### config.mk
export PLATFORM = sky130hd
export DESIGN_NAME = imm_gen_pipe
export DESIGN_NICKNAME = d
export VERILOG_FILES = /design/src/rtl/imm_gen_pipe.sv
export SDC_FILE = /design/constraint.sdc
export NUM_CORES = 1
export LEC_CHECK = 0
export ABC_AREA = 1
export BUFFER_PORTS_ARGS = -buffer_cell sky130_fd_sc_hd__buf_4
export CAP_MARGIN = 20
export CORE_MARGIN = 2
export CORE_UTILIZATION = 45
export CTS_BUF_LIST = sky130_fd_sc_hd__clkbuf_8
export DETAILED_ROUTE_END_ITERATION = 7
export HOLD_SLACK_MARGIN = 0.02
export PLACE_DENSITY_LB_ADDON = 0.05
export SETUP_SLACK_MARGIN = 0.1
export SLEW_MARGIN = 30
export SYNTH_ARGS = -nofsm -noshare
export SYNTH_HDL_FRONTEND = slang
export SYNTH_SLANG_ARGS = --single-unit
### constraint.sdc
create_clock -name clk_i -period 4.1 [get_ports clk_i]
set_input_delay 0.205 -clock clk_i [delete_from_list [all_inputs] [get_ports clk_i]]
set_output_delay 0.205 -clock clk_i [all_outputs]
set_load 0.01 [all_outputs]
### src/rtl/imm_gen_pipe.sv
// Pipelined RV32I/RV64I immediate generator: decodes every immediate format, sign-extends it
// to XLEN and forms the PC-relative target, behind a valid/ready stage with a skid entry.
module imm_gen_pipe #(
  parameter int unsigned XLEN     = 32,
  parameter bit          RV64_OPS = 1'b0
) (
  input  logic            clk_i,
  input  logic            rst_i,
  input  logic            flush_i,
  input  logic [31:0]     instr_i,
  input  logic [XLEN-1:0] pc_i,
  input  logic            in_valid_i,
  output logic            in_ready_o,
  output logic [XLEN-1:0] imm_o,
  output logic [2:0]      fmt_o,
  output logic [XLEN-1:0] target_o,
  output logic            pc_rel_o,
  output logic            illegal_o,
  output logic            out_valid_o,
  input  logic            out_ready_i
);

  localparam logic [2:0] FmtNone = 3'd0;
  localparam logic [2:0] FmtI    = 3'd1;
  localparam logic [2:0] FmtS    = 3'd2;
  localparam logic [2:0] FmtB    = 3'd3;
  localparam logic [2:0] FmtU    = 3'd4;
  localparam logic [2:0] FmtJ    = 3'd5;
  localparam logic [2:0] FmtZ    = 3'd6;
  localparam logic [2:0] FmtSh   = 3'd7;

  localparam bit DecodeW = RV64_OPS && (XLEN == 64);

  typedef struct packed {
    logic [XLEN-1:0] imm;
    logic [XLEN-1:0] target;
    logic [2:0]      fmt;
    logic            pc_rel;
    logic            illegal;
  } beat_t;

  logic [6:0] w_opcode;
  logic [2:0] w_funct3;
  logic       w_shift_op;
  beat_t      w_dec;

  assign w_opcode   = instr_i[6:0];
  assign w_funct3   = instr_i[14:12];
  assign w_shift_op = (w_funct3 == 3'b001) || (w_funct3 == 3'b101);

  always_comb begin
    w_dec = '0;
    case (w_opcode)
      7'b0000011, 7'b1100111: w_dec.fmt = FmtI;
      7'b0010011:             w_dec.fmt = w_shift_op ? FmtSh : FmtI;
      7'b0011011:             w_dec.fmt = !DecodeW ? FmtNone : (w_shift_op ? FmtSh : FmtI);
      7'b0100011:             w_dec.fmt = FmtS;
      7'b1100011:             w_dec.fmt = FmtB;
      7'b1101111:             w_dec.fmt = FmtJ;
      7'b0110111, 7'b0010111: w_dec.fmt = FmtU;
      7'b1110011:             w_dec.fmt = instr_i[14] ? FmtZ : FmtNone;
      default:                w_dec.fmt = FmtNone;
    endcase

    case (w_dec.fmt)
      FmtI: w_dec.imm = {{(XLEN-11){instr_i[31]}}, instr_i[30:20]};
      FmtS: w_dec.imm = {{(XLEN-11){instr_i[31]}}, instr_i[30:25], instr_i[11:7]};
      FmtB: w_dec.imm = {{(XLEN-12){instr_i[31]}}, instr_i[7], instr_i[30:25], instr_i[11:8],
                         1'b0};
      FmtU: w_dec.imm = {{(XLEN-31){instr_i[31]}}, instr_i[30:12], 12'b0};
      FmtJ: w_dec.imm = {{(XLEN-20){instr_i[31]}}, instr_i[19:12], instr_i[20], instr_i[30:21],
                         1'b0};
      FmtZ: w_dec.imm = {{(XLEN-5){1'b0}}, instr_i[19:15]};
      FmtSh: begin
        // 32-bit shifts (RV32 or the *W forms) only have a 5-bit shamt; bit 25 is reserved.
        if ((XLEN == 32) || (w_opcode == 7'b0011011)) begin
          w_dec.imm     = {{(XLEN-5){1'b0}}, instr_i[24:20]};
          w_dec.illegal = instr_i[25];
        end else begin
          w_dec.imm     = {{(XLEN-6){1'b0}}, instr_i[25:20]};
        end
      end
      default: w_dec.imm = '0;
    endcase

    w_dec.pc_rel = (w_dec.fmt == FmtB) || (w_dec.fmt == FmtJ) || (w_opcode == 7'b0010111);
    w_dec.target = w_dec.pc_rel ? (pc_i + w_dec.imm) : '0;
  end

  logic  r_out_valid;
  logic  r_skid_valid;
  beat_t r_out;
  beat_t r_skid;
  logic  w_in_fire;
  logic  w_out_free;

  assign w_in_fire  = in_valid_i & ~r_skid_valid;
  assign w_out_free = ~r_out_valid | out_ready_i;

  always_ff @(posedge clk_i or posedge rst_i) begin
    if (rst_i) begin
      r_out_valid  <= 1'b0;
      r_skid_valid <= 1'b0;
      r_out        <= '0;
      r_skid       <= '0;
    end else if (flush_i) begin
      r_out_valid  <= 1'b0;
      r_skid_valid <= 1'b0;
    end else if (w_out_free) begin
      // in_ready_o is low whenever the skid holds a beat, so no new beat competes with it here.
      if (r_skid_valid) begin
        r_out        <= r_skid;
        r_out_valid  <= 1'b1;
        r_skid_valid <= 1'b0;
      end else begin
        r_out_valid <= w_in_fire;
        if (w_in_fire) r_out <= w_dec;
      end
    end else if (w_in_fire) begin
      r_skid       <= w_dec;
      r_skid_valid <= 1'b1;
    end
  end

  assign in_ready_o  = ~r_skid_valid;
  assign out_valid_o = r_out_valid;
  assign imm_o       = r_out.imm;
  assign fmt_o       = r_out.fmt;
  assign target_o    = r_out.target;
  assign pc_rel_o    = r_out.pc_rel;
  assign illegal_o   = r_out.illegal;

endmodule

# ---- Word-level counts from Yosys, hierarchy flattened
# Cells that the tools add are included.
dict set report op_classes {
  add_sub_neg 1
  n_eq_ne 18
  muxes 14
  bitwise 6
  n_reduce_logical 10
}
# cell n
set op_table {}
lappend op_table {{32-bit case mux with 7 select lines} 1}
lappend op_table {{69-bit two-way mux} 2}
lappend op_table {{32-bit adder} 1}
lappend op_table {{32-bit two-way mux} 1}
lappend op_table {{7-bit == test (second input constant)} 4}
lappend op_table {{3-bit case mux with 7 select lines} 1}
lappend op_table {{3-bit == test (second input constant)} 5}
lappend op_table {{7-bit by 5-bit == test with 1-bit output (second input constant)} 2}
lappend op_table {{7-bit by 6-bit == test with 1-bit output (second input constant)} 2}
lappend op_table {{7-bit by 2-bit == test with 1-bit output (second input constant)} 1}
lappend op_table {{1-bit two-way mux} 7}
lappend op_table {{3-bit by 1-bit == test with 1-bit output (second input constant)} 2}
lappend op_table {{3-bit by 2-bit == test with 1-bit output (second input constant)} 2}
lappend op_table {{3-bit two-way mux} 2}
lappend op_table {{3-bit AND reduction} 2}
lappend op_table {{1-bit inverter} 4}
lappend op_table {{2-bit nonzero test} 2}
lappend op_table {{2-bit OR reduction} 2}
lappend op_table {{1-bit logical OR} 3}
lappend op_table {{3-bit nonzero test} 1}
lappend op_table {{1-bit bitwise AND} 1}
lappend op_table {{1-bit bitwise OR} 1}
dict set report word_totals {
  register_bits 140
  output_inout_bits 71
  word_cells 61
}

# ---- Logic depth before layout (Yosys ltp)
dict set report logic_depth {
  ltp_word 10
  depth_mapped 28
}

# ---- Worst setup path after synthesis
# No wires, ideal clock.
dict set report synth_path {
  path_type {input port to flip-flop}
  startpoint {input port instr_i[3]}
  endpoint {register r_out (netlist bit target_o[14])}
  arrival_time_ns 2.696
  setup_slack_ns 1.280
  path_stages 23
  n_path_buf 0
  path_cell_list {inv_2 > nand2_2 > nor2_4 > nand3_1 > nand2_2 > nor2_1 > nand2_1 > nor2_1 > o21ai_0 > nand3_1 > ha_1 > fa_1 > nand2_1 > o21ai_2 > nand2_1 > nand2_1 > nand3_1 > nand2_1 > or2_2 > nand3_1 > nand2_1 > o211ai_1 > nand2_1}
}
# element line_no
set synth_rtl {}
lappend synth_rtl {{start, declared} 10} ;# input logic [31:0] instr_i,
lappend synth_rtl {{end signal, assigned} 112} ;# r_out <= r_skid;
lappend synth_rtl {{end signal, assigned} 117} ;# if (w_in_fire) r_out <= w_dec;
lappend synth_rtl {{end, declared} 92} ;# beat_t r_out;

==> impl_metrics.csv <==
group,metric,value,unit
finish,multiInputGateArea,0.004349,sq mm
global_route,grt_resource_usage_total,27.49,%
sta,achievable-frequency,323.4,MHz
pwr,power.static_leakage,5.481,nW
clock_network,cts_tree,"built",
placement,dp_cells,1528,
critical_path,critical_path_arrival,3.42,ns
synth,post_synth_instance_area,0.008457,sq mm
synth,async_flop_share,100.0,%
placement,io_buffer_count,139,
pwr,vdd_drop_max,0.0002113,V
die,floorplan.die_area,0.01991,sq mm
synth,yosys_warn_count,0,
clock_network,cts_sinks,140,
synth,post-synth-top-area-cell,"dfrtp_1",
critical_path,critical_path_class,"input port to register",
critical_path,critPathRequiredTime,4.43,ns
critical_path,max_stage_delay,0.39,ns
synth,postSynthRegisterBits,140,
synth,ys.flop_type,"dfrtp_1",
sta,worstMarginPinSlew,0.7887,ns
global_route,number_of_global_route_vias_before_repair,7861,
die,die_x,141.1,um
placement,hpwl_reported_at_the_end_of_detailed_placement,20180,um
sta,setup_viol,0,
sta,maxSlewViolCount,0,
critical_path,crit_end,"target_o[12]",
critical_path,critical_path.cell_chain,"buf_4, nand2_1, inv_1, nor2_1, nor2_1, nor2_2, inv_2, nand2_1, nor2_1, o21ai_0, nand3_1, ha_1, fa_1, nand2_1, o21ai_2, a21oi_1, o21ai_1, or2_2, nand3_1, nand2_1, o211ai_1, nand2_1",
critical_path,critical-path-slowest-cell,"fa_1",
finish,final_design_area_no_fill,0.01018,sq mm
detailed_routing,postRouteWirelength,26600,um
detailed_routing,post-route-drc-count,0,
critical_path,cp_top_family,"simple AND/OR/NAND/NOR gates",
clock_network,numCtsBuffers,17,
placement,globalplace.congestion,0.9548,
sta,clock_skew,0.01738,ns
critical_path,start_kind,"input port",
finish,ff_latch_area,0.003505,sq mm
global_route,pin_count_of_the_biggest_net_entering_global_routing,80,
critical_path,critPathLaunch,"instr_i[5]",
run,drv.max_cap_violation_count,0,
clock_network,maximum_level_of_the_cts_h_tree,4,
synth,post_syn_instances,1196,
pwr,power.density_cell_area,336.3,mW/mm^2
die,core_area,0.01858,sq mm
detailed_routing,first_drt_pass_iteration_count,6,
clock_network,clock_latency_of_the_later_clocked_register_in_the_worst_skew_pair,0.46,ns
critical_path,worst_r2r_endpoint,"target_o[10]",
placement,post_dp_cell_area,0.009688,sq mm
sta,maxSlewHeadroom,47.24,%
detailed_routing,detail_route.iter0.violations,728,
critical_path,critical_path.most_common_cell,"nand2_1",
critical_path,number_of_cells_on_the_critical_path,22,
synth,synth_cell_types,41,
finish,n_antenna_cell,0,
detailed_routing,routedWlPerCell,17.02,um
synth,post_synth_main_area_contributors,"dfrtp_1 (41%), nand2_1 (17%), o21ai_0 (8.0%)",
clock_network,max-clock-path-buffers,2,
die,io-pin-count,140,
critical_path,endpoint_kind,"register",
die,dieHeight,141.1,um
synth,synth_edf_count,0,
synth,synthesis.nets,1297,
finish,drive_gt1_share,16.85,%
detailed_routing,vias_per_cell,5.269,
sta,post-route-period-util,75.43,%
clock_network,clk_transition_reported_paths,0.08,ns
synth,post_synthesis_sequential_area_ratio,41.43,%
run_status,run_status,"finished, final reports clean",
die,std_cell_rows,50,
sta,unrepaired_setup_endpoints_after_global_routing,"no",
die,floorplan.initialDensity,45.52,%
hold_path,hold_class,"input port to register",
sta,finalCriticalPeriod,3.092,ns
finish,nets,1418,
global_route,global_route_wire_length_before_repair,42620,um
finish,layout.cells.most_common_list,"nand2_1 (378), buf_4 (144), dfrtp_1 (139)",
global_route,overflow,0,
clock_network,root_buffer_master,"clkbuf_8",
critical_path,critical_path.n_buffers_inverters,3,
detailed_routing,vias,8236,
sta,setup_total_negative_slack,0,ns
finish,fillCellCount,1805,
critical_path,crit_fanout,6,
finish,postLayoutCoreUtil,54.79,%
finish,final-instance-count-excl-fill,1563,
finish,mostFrequentLayoutCell,"nand2_1",
clock_network,postCtsSetupBuffers,0,
critical_path,rrSetupSlack,1.78,ns
pwr,post-layout-total-power,3.423,mW
finish,layout-area-overhead-vs-synth,20.37,%
critical_path,worst-r2r-cell-count,8,
synth,fraction_of_synthesized_cell_area_taken_by_the_top_area_cell_type,41.43,%
global_route,grt_antenna_before_repair,0,
critical_path,crit-reg2reg-launch,"r_skid_valid",
detailed_routing,ant_nets,0,
sta,timing_hold_violations_final,0,
synth,avgSynthCellArea,7.071,sq um
-- worst register-to-register path: cells and delay by family, from the launching register on --
| kind | cells | cell delay [ns] |
|---|---|---|
| compound gates | 2 | 0.24 |
| buf+inv | 2 | 1.08 |
| flops | 1 | 0.43 |
| simple gates | 4 | 0.48 |
-- where the power goes --
group	internal, mW	total [mW]	switching [mW]	leakage, nW
sequential	1.50	1.55	0.0480	1.91
clock	0.725	1.31	0.582	0.224
combinational	0.219	0.570	0.351	3.35
-- Yosys cell counts (2+ instances only) --
cell type	count
nor2_1	102
nand2_4	2
inv_2	5
nand3_1	60
nor3_1	7
a31oi_1	2
buf_2	5
o211ai_1	8
a21o_1	3
buf_1	2
buf_4	2
a21oi_1	76
nand2_2	10
inv_1	104
o21ai_1	24
ha_1	31
dfrtp_1	140
nand2_1	379
o21bai_1	5
or2_2	12
nand4_1	14
clkbuf_1	38
nand3b_1	3
nor2_2	4
o21ai_2	6
o21ai_0	135
a21boi_0	3
-- logic make-up after synthesis --
kind of cell	synth area share (%)
DFF	41.43
xor gates and xnor gates	0.2072
AOI/OAI and AO/OA	16.78
buffers and inverters	7.294
adders and majority gates	4.823
and+or+nand+nor	29.47
-- what timing repair did --
| action | 4_1_cts | 5_1_grt |
|---|---|---|
| hold endpoints to repair | 76 | 0 |
| resized for setup | 0 | 0 |
| hold buffers | 4 | 0 |
-- worst min path at each step --
stage               slack (ns)  depth (start not counted)            to   startpoint
floorplan                 0.35                          2  r_skid_valid   in_valid_i
global placement          0.36                          2      imm_o[2]        rst_i
detailed placement        0.37                          2      imm_o[2]        rst_i
CTS                       0.10                          3    r_skid[42]  instr_i[25]
global route              0.14                          5     imm_o[13]  instr_i[13]
finish                    0.13                          3    r_skid[44]  instr_i[27]
-- registers in the layout, indices dropped and copies added, names as in the netlist --
name          cells
fmt_o             3
illegal_o         1
imm_o            32
out_valid_o       1
pc_rel_o          1
r_skid           69
r_skid_valid      1
target_o         32
-- per-stage QoR --
stage / hold slack (ns) / setup WS [ns]
floorplan: 0.3543 / 0.1421
global placement: 0.3644 / 0.5500
detailed placement: 0.3725 / 0.5624
CTS: 0.1016 / 1.051
global route: 0.1353 / 0.6353
finish: 0.1250 / 1.008
-- routing by layer --
metal  wire length (um)  track usage (%)  vias up
met1              12620            39.55     3822
li1                   -                -     4120
met4                470            6.737        0
met5                  0                0        -
met3               1555            5.231       33
met2              11950            43.00      261
-- layout make-up --
class	instances	area share, %
multi-input cells	898	42.72
flip-flops and latches	140	34.43
repair buffers	150	11.41
inverters	110	4.130
well taps	234	2.876
clock buffers	17	2.298
clock inverters	14	2.139
Note: power is estimated with default switching activity, not from simulation.
